$ cat config.mk
export PLATFORM = sky130hd
export DESIGN_NAME = bus_dev_endpoint
export DESIGN_NICKNAME = d
export VERILOG_FILES = /design/src/rtl/bus_dev_endpoint_pkg.sv /design/src/rtl/bus_dev_endpoint_fifo.sv /design/src/rtl/bus_dev_endpoint.sv
export SDC_FILE = /design/constraint.sdc
export NUM_CORES = 1
export LEC_CHECK = 0
export ABC_CLOCK_PERIOD_IN_PS = 18200
export BUFFER_PORTS_ARGS = -buffer_cell sky130_fd_sc_hd__buf_2
export CAP_MARGIN = 10
export CORE_ASPECT_RATIO = 1.1
export CORE_MARGIN = 3
export CORE_UTILIZATION = 30
export CTS_CLUSTER_DIAMETER = 60
export CTS_CLUSTER_SIZE = 16
export DETAILED_ROUTE_END_ITERATION = 6
export SYNTH_ARGS = -nofsm -noshare
export SYNTH_HDL_FRONTEND = slang
export SYNTH_HIERARCHICAL = 1
export SYNTH_SLANG_ARGS = --single-unit
$ cat constraint.sdc
create_clock -name clk -period 18.2 [get_ports clk]
set_clock_uncertainty 0.05 [all_clocks]
set_input_delay 2.73 -clock clk [delete_from_list [all_inputs] [get_ports clk]]
set_output_delay 2.73 -clock clk [all_outputs]
set_load 0.1 [all_outputs]
$ cat src/rtl/bus_dev_endpoint_pkg.sv
// bus_dev_endpoint_pkg: shared constants and helpers for the device endpoint
package bus_dev_endpoint_pkg;
    localparam int ID_W     = 8;
    localparam int MAX_W    = 256;
    localparam int ERR_POPUF = 0;
    localparam int ERR_TXOV  = 1;
    localparam int ERR_RXOV  = 2;
    localparam int ERR_MISR  = 3;

    // destination address lives in the top ID_W bits of a packet of width sz
    function automatic logic [ID_W-1:0] dest_of(input logic [MAX_W-1:0] pkt, input int sz);
        return ID_W'(pkt >> (sz - ID_W));
    endfunction
endpackage

$ cat src/rtl/bus_dev_endpoint_fifo.sv
// ep_sync_fifo: circular-buffer FIFO with first-word fall-through output
module ep_sync_fifo
    import bus_dev_endpoint_pkg::*;
#(
    parameter int pckg_sz = 32,
    parameter int depth   = 8
) (
    input  logic                     clk,
    input  logic                     reset,
    input  logic                     wr,
    input  logic                     rd,
    input  logic [pckg_sz-1:0]       wdata,
    output logic [pckg_sz-1:0]       rdata,
    output logic                     full,
    output logic                     empty,
    output logic [$clog2(depth):0]   count
);
    localparam int AW = $clog2(depth);

    logic [pckg_sz-1:0] mem_q [depth];
    logic [AW:0]        wptr_q, wptr_d, rptr_q, rptr_d;
    logic               do_wr, do_rd;

    // a read while full frees the slot that a same-cycle write then takes
    always_comb begin
        empty  = wptr_q == rptr_q;
        full   = (wptr_q ^ rptr_q) == {1'b1, {AW{1'b0}}};
        do_rd  = rd && !empty;
        do_wr  = wr && (!full || do_rd);
        wptr_d = do_wr ? wptr_q + (AW+1)'(1) : wptr_q;
        rptr_d = do_rd ? rptr_q + (AW+1)'(1) : rptr_q;
        count  = wptr_q - rptr_q;
        rdata  = empty ? '0 : mem_q[rptr_q[AW-1:0]];
    end

    // pointer registers and storage write
    always_ff @(posedge clk) begin
        if (reset) begin
            wptr_q <= '0;
            rptr_q <= '0;
        end else begin
            wptr_q <= wptr_d;
            rptr_q <= rptr_d;
            if (do_wr) mem_q[wptr_q[AW-1:0]] <= wdata;
        end
    end
endmodule

$ cat src/rtl/bus_dev_endpoint.sv
// bus_dev_endpoint: device-side TX/RX queues with address filter and error tracking
module bus_dev_endpoint
    import bus_dev_endpoint_pkg::*;
#(
    parameter int             pckg_sz   = 32,
    parameter int             depth     = 8,
    parameter logic [ID_W-1:0] id        = 8'd0,
    parameter logic [ID_W-1:0] broadcast = 8'hFF
) (
    input  logic                   clk,
    input  logic                   reset,
    output logic                   pndng,
    output logic [pckg_sz-1:0]     D_pop,
    input  logic                   pop,
    input  logic                   push,
    input  logic [pckg_sz-1:0]     D_push,
    input  logic                   tx_wr,
    input  logic [pckg_sz-1:0]     tx_data,
    output logic                   tx_full,
    input  logic                   rx_rd,
    output logic [pckg_sz-1:0]     rx_data,
    output logic                   rx_empty,
    output logic [$clog2(depth):0] rx_count,
    output logic [3:0]             err_flags,
    output logic [7:0]             misroute_cnt
);
    logic                   tx_empty, rx_full, match;
    logic [$clog2(depth):0] tx_count;
    logic [ID_W-1:0]        dest;
    logic [3:0]             err_q, err_d;
    logic [7:0]             mis_q, mis_d;

    ep_sync_fifo #(.pckg_sz(pckg_sz), .depth(depth)) u_tx (
        .clk(clk), .reset(reset), .wr(tx_wr), .rd(pop), .wdata(tx_data),
        .rdata(D_pop), .full(tx_full), .empty(tx_empty), .count(tx_count)
    );

    ep_sync_fifo #(.pckg_sz(pckg_sz), .depth(depth)) u_rx (
        .clk(clk), .reset(reset), .wr(push && match), .rd(rx_rd), .wdata(D_push),
        .rdata(rx_data), .full(rx_full), .empty(rx_empty), .count(rx_count)
    );

    // address filter and sticky error / saturating misroute accumulation
    always_comb begin
        dest              = dest_of(MAX_W'(D_push), pckg_sz);
        match             = (dest == id) || (dest == broadcast);
        pndng             = |tx_count;
        err_d             = err_q;
        err_d[ERR_POPUF]  = err_q[ERR_POPUF] | (pop && tx_empty);
        err_d[ERR_TXOV]   = err_q[ERR_TXOV]  | (tx_wr && tx_full && !pop);
        err_d[ERR_RXOV]   = err_q[ERR_RXOV]  | (push && match && rx_full && !rx_rd);
        err_d[ERR_MISR]   = err_q[ERR_MISR]  | (push && !match);
        mis_d             = (push && !match && mis_q != 8'hFF) ? mis_q + 8'd1 : mis_q;
        err_flags         = err_q;
        misroute_cnt      = mis_q;
    end

    // error and misroute registers
    always_ff @(posedge clk) begin
        if (reset) begin
            err_q <= '0;
            mis_q <= '0;
        end else begin
            err_q <= err_d;
            mis_q <= mis_d;
        end
    end
endmodule

==> impl_metrics.tcl, run 1 <==
set metrics [dict create \
    outcome "complete, no violations" \
    area_growth_pct 14.67 \
    route.detailed.drc 0 \
    synth_xor_area_share_pct 0.8794 \
    wl_per_cell_um 21.15 \
    root_buffer "clkbuf_16" \
    cts_tree "yes" \
    grt_usage_pct 11.91 \
    synthAdderAreaFrac_pct 0.8325 \
    clockBufferDepth 3 \
    syn_nets 1062 \
    grt_max_degree 65 \
    place.gp.congestion 0.7082 \
    crit_type "reg2out" \
    n_fill_cell 6519 \
    synth_top_family_by_area "multiplexers" \
    hold_viol 0 \
    slowest_stage "nor2_4" \
    layout_common_cells "512 x edfxtp_1, 152 x buf_2, 112 x mux4_2" \
    ant_nets 0 \
    grt_overflow_total 0 \
    cap_violations 0 \
    place.port_buffers 152 \
    hold_path.class "reg2reg" \
    path_clk_slew_ps 70 \
    die_area_um2 74380 \
    dpl.hpwl_um 25490 \
    synth_flop_cell "edfxtp_1" \
    crit_fanout 32 \
    start_util_pct 30.60 \
    netlist_area_um2 21340 \
    critPathMaxStageDelay_ps 800 \
    multiInputGateArea_um2 4910 \
    synth_area_per_cell_um2 21.80 \
    p_int_mw 1.999 \
    ir_worst_vdd_v 0.00008025 \
    async_reset_ff_share_pct 0 \
    leakagePower_nw 7.875 \
    placed_area_um2 23110 \
    min_period_ps 6197 \
    grt_pass1_wl_um 67560 \
    crit_chain "ha_1 -> nand3_2 -> nor2_4 -> nor2_4 -> a22o_2 -> buf_2" \
    synth_top_area_share_pct 72.04 \
    fp.dieW_um 260.3 \
    pwr_density_cell_nw_per_um2 112.6 \
    rsz0062_at_grt "no" \
    end_kind "output pin" \
    critPathArrivalTime_ps 3420 \
    fin_setup_tns_ps 0 \
    nNetsFinal 1229 \
    clk_latency_ps 570 \
    hold_ws_ps 418.0 \
    grt_pass1_vias 10910 \
    cts.sinks 546 \
    drtPass1Iterations 5 \
    syn_inst 979 \
    drive_gt1_share_pct 34.85 \
    htreeDepth 2 \
    yosys_warnings 6 \
    synthDistinctLibCells 57 \
    sw_frac_of_total_pct 27.44 \
    crit_family "simple AND/OR/NAND/NOR gates" \
    final-setup-viol-count 0 \
    clockPowerShare_pct 33.7 \
    stdcell_area_um2 24470 \
    synthMuxAreaShare_pct 14.08 \
    seqPwrFrac_pct 50.8 \
    fmax_ghz 0.1614 \
    worst_pin_slew_ps 1165 \
    cts_hold_buf 0 \
    fp.dieH_um 285.7 \
    path_buf_inv 1 \
    cts_resized 0 \
    switching_power_mw 0.7558 \
    synth_compound_area_share_pct 3.846 \
    viasPerCell 4.820 \
    coreArea_um2 69760 \
    placementRows 101 \
    synth_area_leaders "edfxtp_1 72%, mux4_2 12%, dfxtp_1 3.2%" \
    worstPathRequired_ps 15420 \
    fin_crit_sh_pct 34.05 \
    seq_area_frac_synth_pct 75.23 \
    cp-start-kind "register" \
    final_common_cell "edfxtp_1" \
    relSlewSlack_pct 22.14 \
    ios 153 \
    synth_edf_count 512 \
    synth_seq_cells 546 \
    yosys.area.top_type "edfxtp_1" \
    postCtsSetupBuffers 0 \
    antenna_found_initial 5 \
    seqCellArea_um2 16070 \
    slew_violations 0 \
    drt_iter0_drc 575 \
    vias 10080 \
    yosys.area_share.simple_pct 3.007 \
    p_comb_share_pct 15.6 \
    drt_wl_total_um 44250 \
    cp_common_cell "nor2_4" \
    numCtsBuffers 44 \
]
[registers in the layout, indices dropped and copies added, names as in the netlist, named ones only]
name,flops
err_flags,4
u_rx/wptr_q,4
u_rx/rptr_q,4
u_tx/wptr_q,4
misroute_cnt,8
u_tx/mem_q,256
u_rx/mem_q,256
u_tx/rptr_q,4
[power by group through the flow]
stage | Clock [mW] | Sequential, mW | Combinational, mW
CTS | 0.959 | 1.40 | 0.437
finish | 0.927 | 1.40 | 0.429
detailed placement | 0 | 1.43 | 0.436
global route | 1.00 | 1.40 | 0.453
floorplan | 0 | 1.42 | 0.363
global placement | 0 | 1.43 | 0.434
[path summary, 6_finish.rpt]
kind	cells past startpoint	slack [ps]	startpoint	end
max	6	12000	u_tx/wptr_q[2]	D_pop[27]
min	2	420	err_flags[1]	err_flags[1]
max reg2reg	5	15270	u_rx/wptr_q[2]	u_rx/mem_q[7][25]
min reg2reg	2	420	err_flags[1]	err_flags[1]
[stage by stage]
| stage | total power, mW | setup WS, ps | instances | utilization, % |
|---|---|---|---|---|
| after floorplan | 1.785 | 10430 | 979 | - |
| after global placement | 1.861 | 12090 | 2027 | 33.13 |
| after detailed placement | 1.863 | 12110 | 2027 | 33.13 |
| after CTS | 2.795 | 11860 | 2089 | 35.07 |
| after global routing | 2.854 | 11800 | 2089 | 35.07 |
| final | 2.755 | 12000 | 2092 | 35.08 |
[kinds of logic after synthesis]
| family | Yosys count |
|---|---|
| xor gates and xnor gates | 18 |
| muxes | 134 |
| AOI/OAI and AO/OA | 98 |
| and+or+nand+nor | 101 |
| DFF | 546 |
| adders and majority gates | 13 |
| buffers and inverters | 69 |
[tightest hold or removal path: stages, from the launching register on]
cell,delay [ps]
dfxtp_1,330
a31oi_1,40
nor2_1,70
[final cells by class]
class	instances	area share, %
sequential	546	65.64
clock buffer	52	4.796
antenna	3	0.03067
clock inverter	10	0.7311
tap	927	4.739
inverter	18	0.2761
timing repair buffer	172	3.722
multi-input combinational	364	20.06
[metal layers]
metal,GRT usage (%),up-vias,share of wire [%]
met5,0,-,0.061
met1,14.44,5335,39
met2,21.07,260,52
met3,3.338,60,7.2
met4,2.621,4,1.6
li1,-,4425,-
[cell usage after synthesis (8+ instances only)]
cell and number:
buf_2 8, a21oi_1 12, xnor2_1 12, dfxtp_1 34, a22o_1 42, mux4_1 16, nor2_1 29, clkbuf_1 15
ha_1 11, mux4_2 112, buf_6 15, inv_1 18, edfxtp_1 512, a22o_2 22
Power figures use the tool's default switching activity.
==> run 2, diff against run 1 <==
- ABC_AREA: default -> 1
- ABC_CLOCK_PERIOD_IN_PS: 18200 -> 5200
- clock period: 18.2 -> 5.2 ns (I/O delays scaled with it)
==> run 2 against run 1 <==
Clock-buffer cell count is 8 higher; final cell count is 57% higher; setup slack worse by 11000 ps; power grew to 3.9 times the previous value; largest power group unchanged; register-to-register slack worse by 13000 ps; die area is 6.7% higher; flip-flop and latch count stayed put; worst hold slack worse by 16 ps; cell area is 6.9% higher.
==> impl_metrics.tcl, run 2 <==
set metrics [dict create \
    sw_frac_of_total_pct 33.21 \
    yosys_warnings 6 \
    coreArea_um2 75020 \
    placementRows 105 \
    cp-start-kind "register" \
    relSlewSlack_pct 16.12 \
    grt_overflow_total 0 \
    fp.dieH_um 295.2 \
    async_reset_ff_share_pct 0 \
    leakagePower_nw 9.534 \
    cap_violations 0 \
    place.port_buffers 152 \
    crit_fanout 30 \
    synth_seq_cells 546 \
    worst_pin_slew_ps 1255 \
    placed_area_um2 24630 \
    stdcell_area_um2 26160 \
    numCtsBuffers 47 \
    setup_ws_ps 1040 \
    seqPwrFrac_pct 45.6 \
    grt_max_degree 103 \
    cts.sinks 546 \
    path_clk_slew_ps 70 \
    synth_area_per_cell_um2 10.79 \
    worstPathRequired_ps 4370 \
    yosysMostFrequentCell "nor2_1" \
    synthDistinctLibCells 35 \
    syn_inst 2113 \
    seq_area_frac_synth_pct 70.39 \
    fin_setup_tns_ps 0 \
    postCtsSetupBuffers 0 \
    multiInputGateArea_um2 5872 \
    cts_tree "yes" \
    start_util_pct 30.40 \
    seqCellArea_um2 16070 \
    grt_pass1_wl_um 83980 \
    netlist_area_um2 22810 \
    wl_per_cell_um 16.62 \
    p_int_mw 7.164 \
    place.gp.congestion 0.7825 \
    ir_worst_vdd_v 0.0003684 \
    route.detailed.drc 0 \
    clockPowerShare_pct 32.6 \
    hold_viol 0 \
    dpl.hpwl_um 32500 \
    synth_common_cells "679 x nor2_1, 512 x edfxtp_1, 291 x nand2_1" \
    p_comb_share_pct 21.9 \
    cts_resized 0 \
    cts_hold_buf 0 \
    outcome "complete, no violations" \
    end_kind "output pin" \
    grt_pass1_vias 14880 \
    viasPerCell 4.619 \
    final_common_cell "nor2_1" \
    min_period_ps 4160 \
    drt_wl_total_um 54740 \
    critPathArrivalTime_ps 3330 \
    vias 15210 \
    finalPower_mw 10.73 \
    clockBufferDepth 3 \
    area_growth_pct 14.68 \
    ios 153 \
    synth_flop_cell "edfxtp_1" \
    synth_edf_count 512 \
    pwr_density_cell_nw_per_um2 410.1 \
    fp.dieW_um 268.9 \
    syn_nets 2196 \
    ant_nets 0 \
    rsz0062_at_grt "no" \
    grt_usage_pct 13.54 \
    synth_area_leaders "edfxtp_1 67%, nor2_1 11%, nand2_1 4.8%" \
    nNetsFinal 2326 \
    clk_latency_ps 580 \
    yosys.area.top_type "edfxtp_1" \
    layout_common_cells "663 x nor2_1, 512 x edfxtp_1, 291 x nand2_1" \
    die_area_um2 79380 \
    drive_gt1_share_pct 12.84 \
    fin_crit_sh_pct 80.01 \
    switching_power_mw 3.563 \
    drtPass1Iterations 5 \
    root_buffer "clkbuf_16" \
    slew_violations 0 \
    final-setup-viol-count 0 \
    synth_top_area_share_pct 67.41 \
    drt_iter0_drc 1151 \
    n_fill_cell 7376 \
    crit_type "reg2out" \
    htreeDepth 2 \
    fmax_ghz 0.2404 \
    pre_cts_slack_ps 1359 \
    antenna_found_initial 9 \
    hold_path.class "in2reg" \
]
==> run 2: changes by cell type in the layout (fill, tap and decap cells not counted), sizes merged, moves of 64 or more <==
| cell | delta |
|---|---|
| nor2 | +651 |
| nand2 | +289 |
| o21ai | +222 |
| mux4 | -128 |
| inv | +92 |
| nand3 | +89 |
| a22o | -64 |
==> run 2: final timing paths <==
check / endpoint / start / slack (ps) / cells past startpoint
worst max-delay path: D_pop[27] / u_tx/rptr_q[2] / 1040 / 9
worst min-delay path: u_tx/mem_q[1][6] / tx_data[6] / 400 / 1
worst max register to register: u_tx/mem_q[6][15] / u_tx/rptr_q[2] / 1970 / 8
worst min register to register: err_flags[1] / err_flags[1] / 420 / 2
==> run 2: cell families (layout without fill, tap and decap cells) <==
group | Yosys count | after routing | share of synthesized area [%]
AND/OR/NAND/NOR | 1083 | 1083 | 18.62
other | 0 | 3 | 0
AO/OA/AOI/OAI | 248 | 248 | 5.469
buffers and inverters | 214 | 375 | 4.389
adder cells (fa/ha/maj) | 13 | 13 | 0.7790
flip-flops | 546 | 546 | 70.39
XOR/XNOR | 9 | 9 | 0.3456
==> run 2: final cells by class <==
type,instances,share of cell area [%]
flip-flops and latches,546,61.43
multi-input cells,1353,22.45
well taps,1016,4.860
clock buffers,60,4.803
repair buffers,184,3.827
inverters,111,1.598
clock inverters,20,1.005
diodes,3,0.02870
==> run 2: power groups by stage <==
stage | Combinational, mW | Sequential (mW) | Clock, mW
floorplan | 1.87 | 4.99 | 0
global route | 2.53 | 4.89 | 3.77
CTS | 2.36 | 4.89 | 3.61
detailed placement | 2.36 | 4.99 | 0
global placement | 2.32 | 4.98 | 0
finish | 2.35 | 4.89 | 3.49
==> run 2: stage by stage <==
stage / hold WS (ps) / util [%] / instances
CTS: 351.5 / 34.86 / 3290
global route: 379.0 / 34.86 / 3290
finish: 401.9 / 34.87 / 3293
global placement: 404.6 / 32.83 / 3210
detailed placement: 415.1 / 32.83 / 3210
floorplan: 414.7 / - / 2113
==> run 2: worst max-delay path, cell delays in order (launching register included) <==
cell and delay, ps:
dfxtp_1 400, inv_1 70, ha_1 320, nand2_1 140, nor2_1 90, nand2_2 670
buf_4 310, nand2_1 70, nor2_1 180, buf_2 470
==> run 2: per-layer routing <==
metal / track usage [%] / part of all wire [%]
met5: 0 / 0.11
met4: 4.221 / 2.6
met3: 3.512 / 7.3
met2: 23.99 / 50
met1: 16.06 / 41
==> run 3, diff against run 2 <==
- ABC_CLOCK_PERIOD_IN_PS: 5200 -> 3500
- clock period: 5.2 -> 3.5 ns (I/O delays scaled with it)
==> run 3 against run 2 <==
Flip-flop and latch count unchanged; clock power increased by 46%; routed wire length decreased by 2.6%; global-route usage down 0.28 points; sequential share of layout area decreased by 1.7 points; critical path type unchanged; cell area rose by 2.8%; largest cell class unchanged; largest power group unchanged.
==> impl_metrics.tcl, run 3 (synthesized netlist as in run 2, its figures left out) <==
set metrics [dict create \
    outcome "complete, no violations" \
    grt_pass1_vias 15000 \
    stdcell_area_um2 26880 \
    worst-r2r-setup-slack_ps 780 \
    setup_ws_ps 239.2 \
    placed_area_um2 25400 \
    r2r-start "u_tx/rptr_q[2]" \
    crit_fanout 110 \
    cts.sinks 546 \
    ios 153 \
    worst_pin_slew_ps 907.5 \
    clockBufferDepth 3 \
    rsz0062_at_grt "no" \
    hold_depth 2 \
    switching_power_mw 5.260 \
    antenna_found_initial 1 \
    area_growth_pct 17.86 \
    p_int_mw 10.80 \
    worstPathRequired_ps 2920 \
    grt_usage_pct 13.26 \
    root_buffer "clkbuf_16" \
    final_core_util_pct 35.83 \
    fp.dieH_um 295.2 \
    hold-path-endpoint "u_tx/rptr_q[3]" \
    coreArea_um2 75020 \
    layout_common_cells "634 x nor2_1, 512 x edfxtp_1, 291 x nand2_1" \
    drtPass1Iterations 5 \
    min_period_ps 3261 \
    nNetsFinal 2328 \
    seqPwrFrac_pct 45.2 \
    place.port_buffers 152 \
    grt_pass1_wl_um 82370 \
    r2r-end "u_tx/mem_q[5][24]" \
    path_clk_slew_ps 70 \
    viasPerCell 4.563 \
    p_comb_share_pct 23.0 \
    clockPowerShare_pct 31.8 \
    sw_frac_of_total_pct 32.75 \
    leakagePower_nw 9.651 \
    numCtsBuffers 46 \
    final_common_cell "nor2_1" \
    ir_worst_vdd_v 0.0004608 \
    die_area_um2 79380 \
    fmax_ghz 0.3067 \
    fp.dieW_um 268.9 \
    cp-start-kind "register" \
    postCtsSetupBuffers 0 \
    hold_path.class "in2reg" \
    fin_crit_sh_pct 93.17 \
    cts_tree "yes" \
    crit_type "reg2out" \
    final-setup-viol-count 0 \
    placementRows 105 \
    hp-start "reset" \
    drive_gt1_share_pct 14.09 \
    place.gp.congestion 0.7617 \
    pwr_density_cell_nw_per_um2 597.5 \
    htreeDepth 2 \
    finalPower_mw 16.06 \
    grt_overflow_total 0 \
    relSlewSlack_pct 39.50 \
    fin_setup_tns_ps 0 \
    r2r_cells 8 \
    grt_max_degree 129 \
    dpl.hpwl_um 31020 \
    critPathArrivalTime_ps 2690 \
    hold_ws_ps 121.6 \
    vias 15010 \
    slew_violations 0 \
    drt_wl_total_um 53320 \
    drt_iter0_drc 1004 \
    start_util_pct 30.40 \
    cap_violations 0 \
    wl_per_cell_um 16.21 \
    ant_nets 0 \
    pre_cts_slack_ps 510.1 \
    hold_viol 0 \
    dp_cells 3213 \
    instances_no_fill 3290 \
    end_kind "output pin" \
    route.detailed.drc 0 \
    clk_latency_ps 570 \
]
run 3: changes by cell type in the layout (fill, tap and decap cells not counted), sizes merged:
cell      previous run  this run
clkinvlp             3         5
bufinv               3         4
buf                184       186
inv                114       113
clkbuf              60        56
clkinv              11         8
run 3: layer usage:
metal,wire length (um),global-route usage [%],up-vias,part of all wire (%)
met5,0,0,-,0
met4,1053,3.467,0,2.0
met3,3520,3.288,67,6.6
met2,26330,23.65,387,49
met1,22410,15.98,7219,42
li1,-,-,7340,-
run 3: critical path, cell delays in order (launching register included):
cell and delay (ps):
dfxtp_4 600, buf_16 340, nor2_1 110, nor2_1 110, nand2_1 60, nand3_1 160
nand2_1 70, nor2_1 120, buf_2 430
run 3: cell type report:
class / instances / area [um2]
timing repair buffer: 187 / 1705
tap: 1016 / 1271
clock inverter: 19 / 251.5
fill: 7337 / 48130
multi-input combinational: 1353 / 5954
antenna: 3 / 7.507
inverter: 111 / 416.7
sequential: 546 / 16070
clock buffer: 55 / 1206
run 3: power groups by stage:
stage	sequential, mW	combinational (mW)	clock [mW]
floorplan	7.41	2.82	0
global placement	7.40	3.67	0
detailed placement	7.40	3.72	0
CTS	7.26	3.73	5.27
global route	7.27	3.98	5.52
finish	7.26	3.69	5.11
run 3: repair_timing:
action | 4_1_cts | 5_1_grt
gates resized for setup | 1 | 3
hold buffers | 0 | 0
hold endpoints to repair | 0 | 0
setup endpoints to repair | 31 | 9
run 3: worst max-delay path by stage:
stage | cells after the start | end | slack, ps | startpoint
2_1_floorplan | 9 | u_rx/mem_q[0][0] | -320 | u_rx/wptr_q[0]
3_3_place_gp | 10 | u_rx/mem_q[7][27] | 510 | D_push[25]
3_5_place_dp | 10 | u_rx/mem_q[7][20] | 510 | D_push[25]
4_1_cts | 8 | D_pop[1] | 90 | register
5_1_grt | 8 | D_pop[16] | 1 | u_tx/rptr_q[1]
6_report | 8 | D_pop[29] | 240 | register
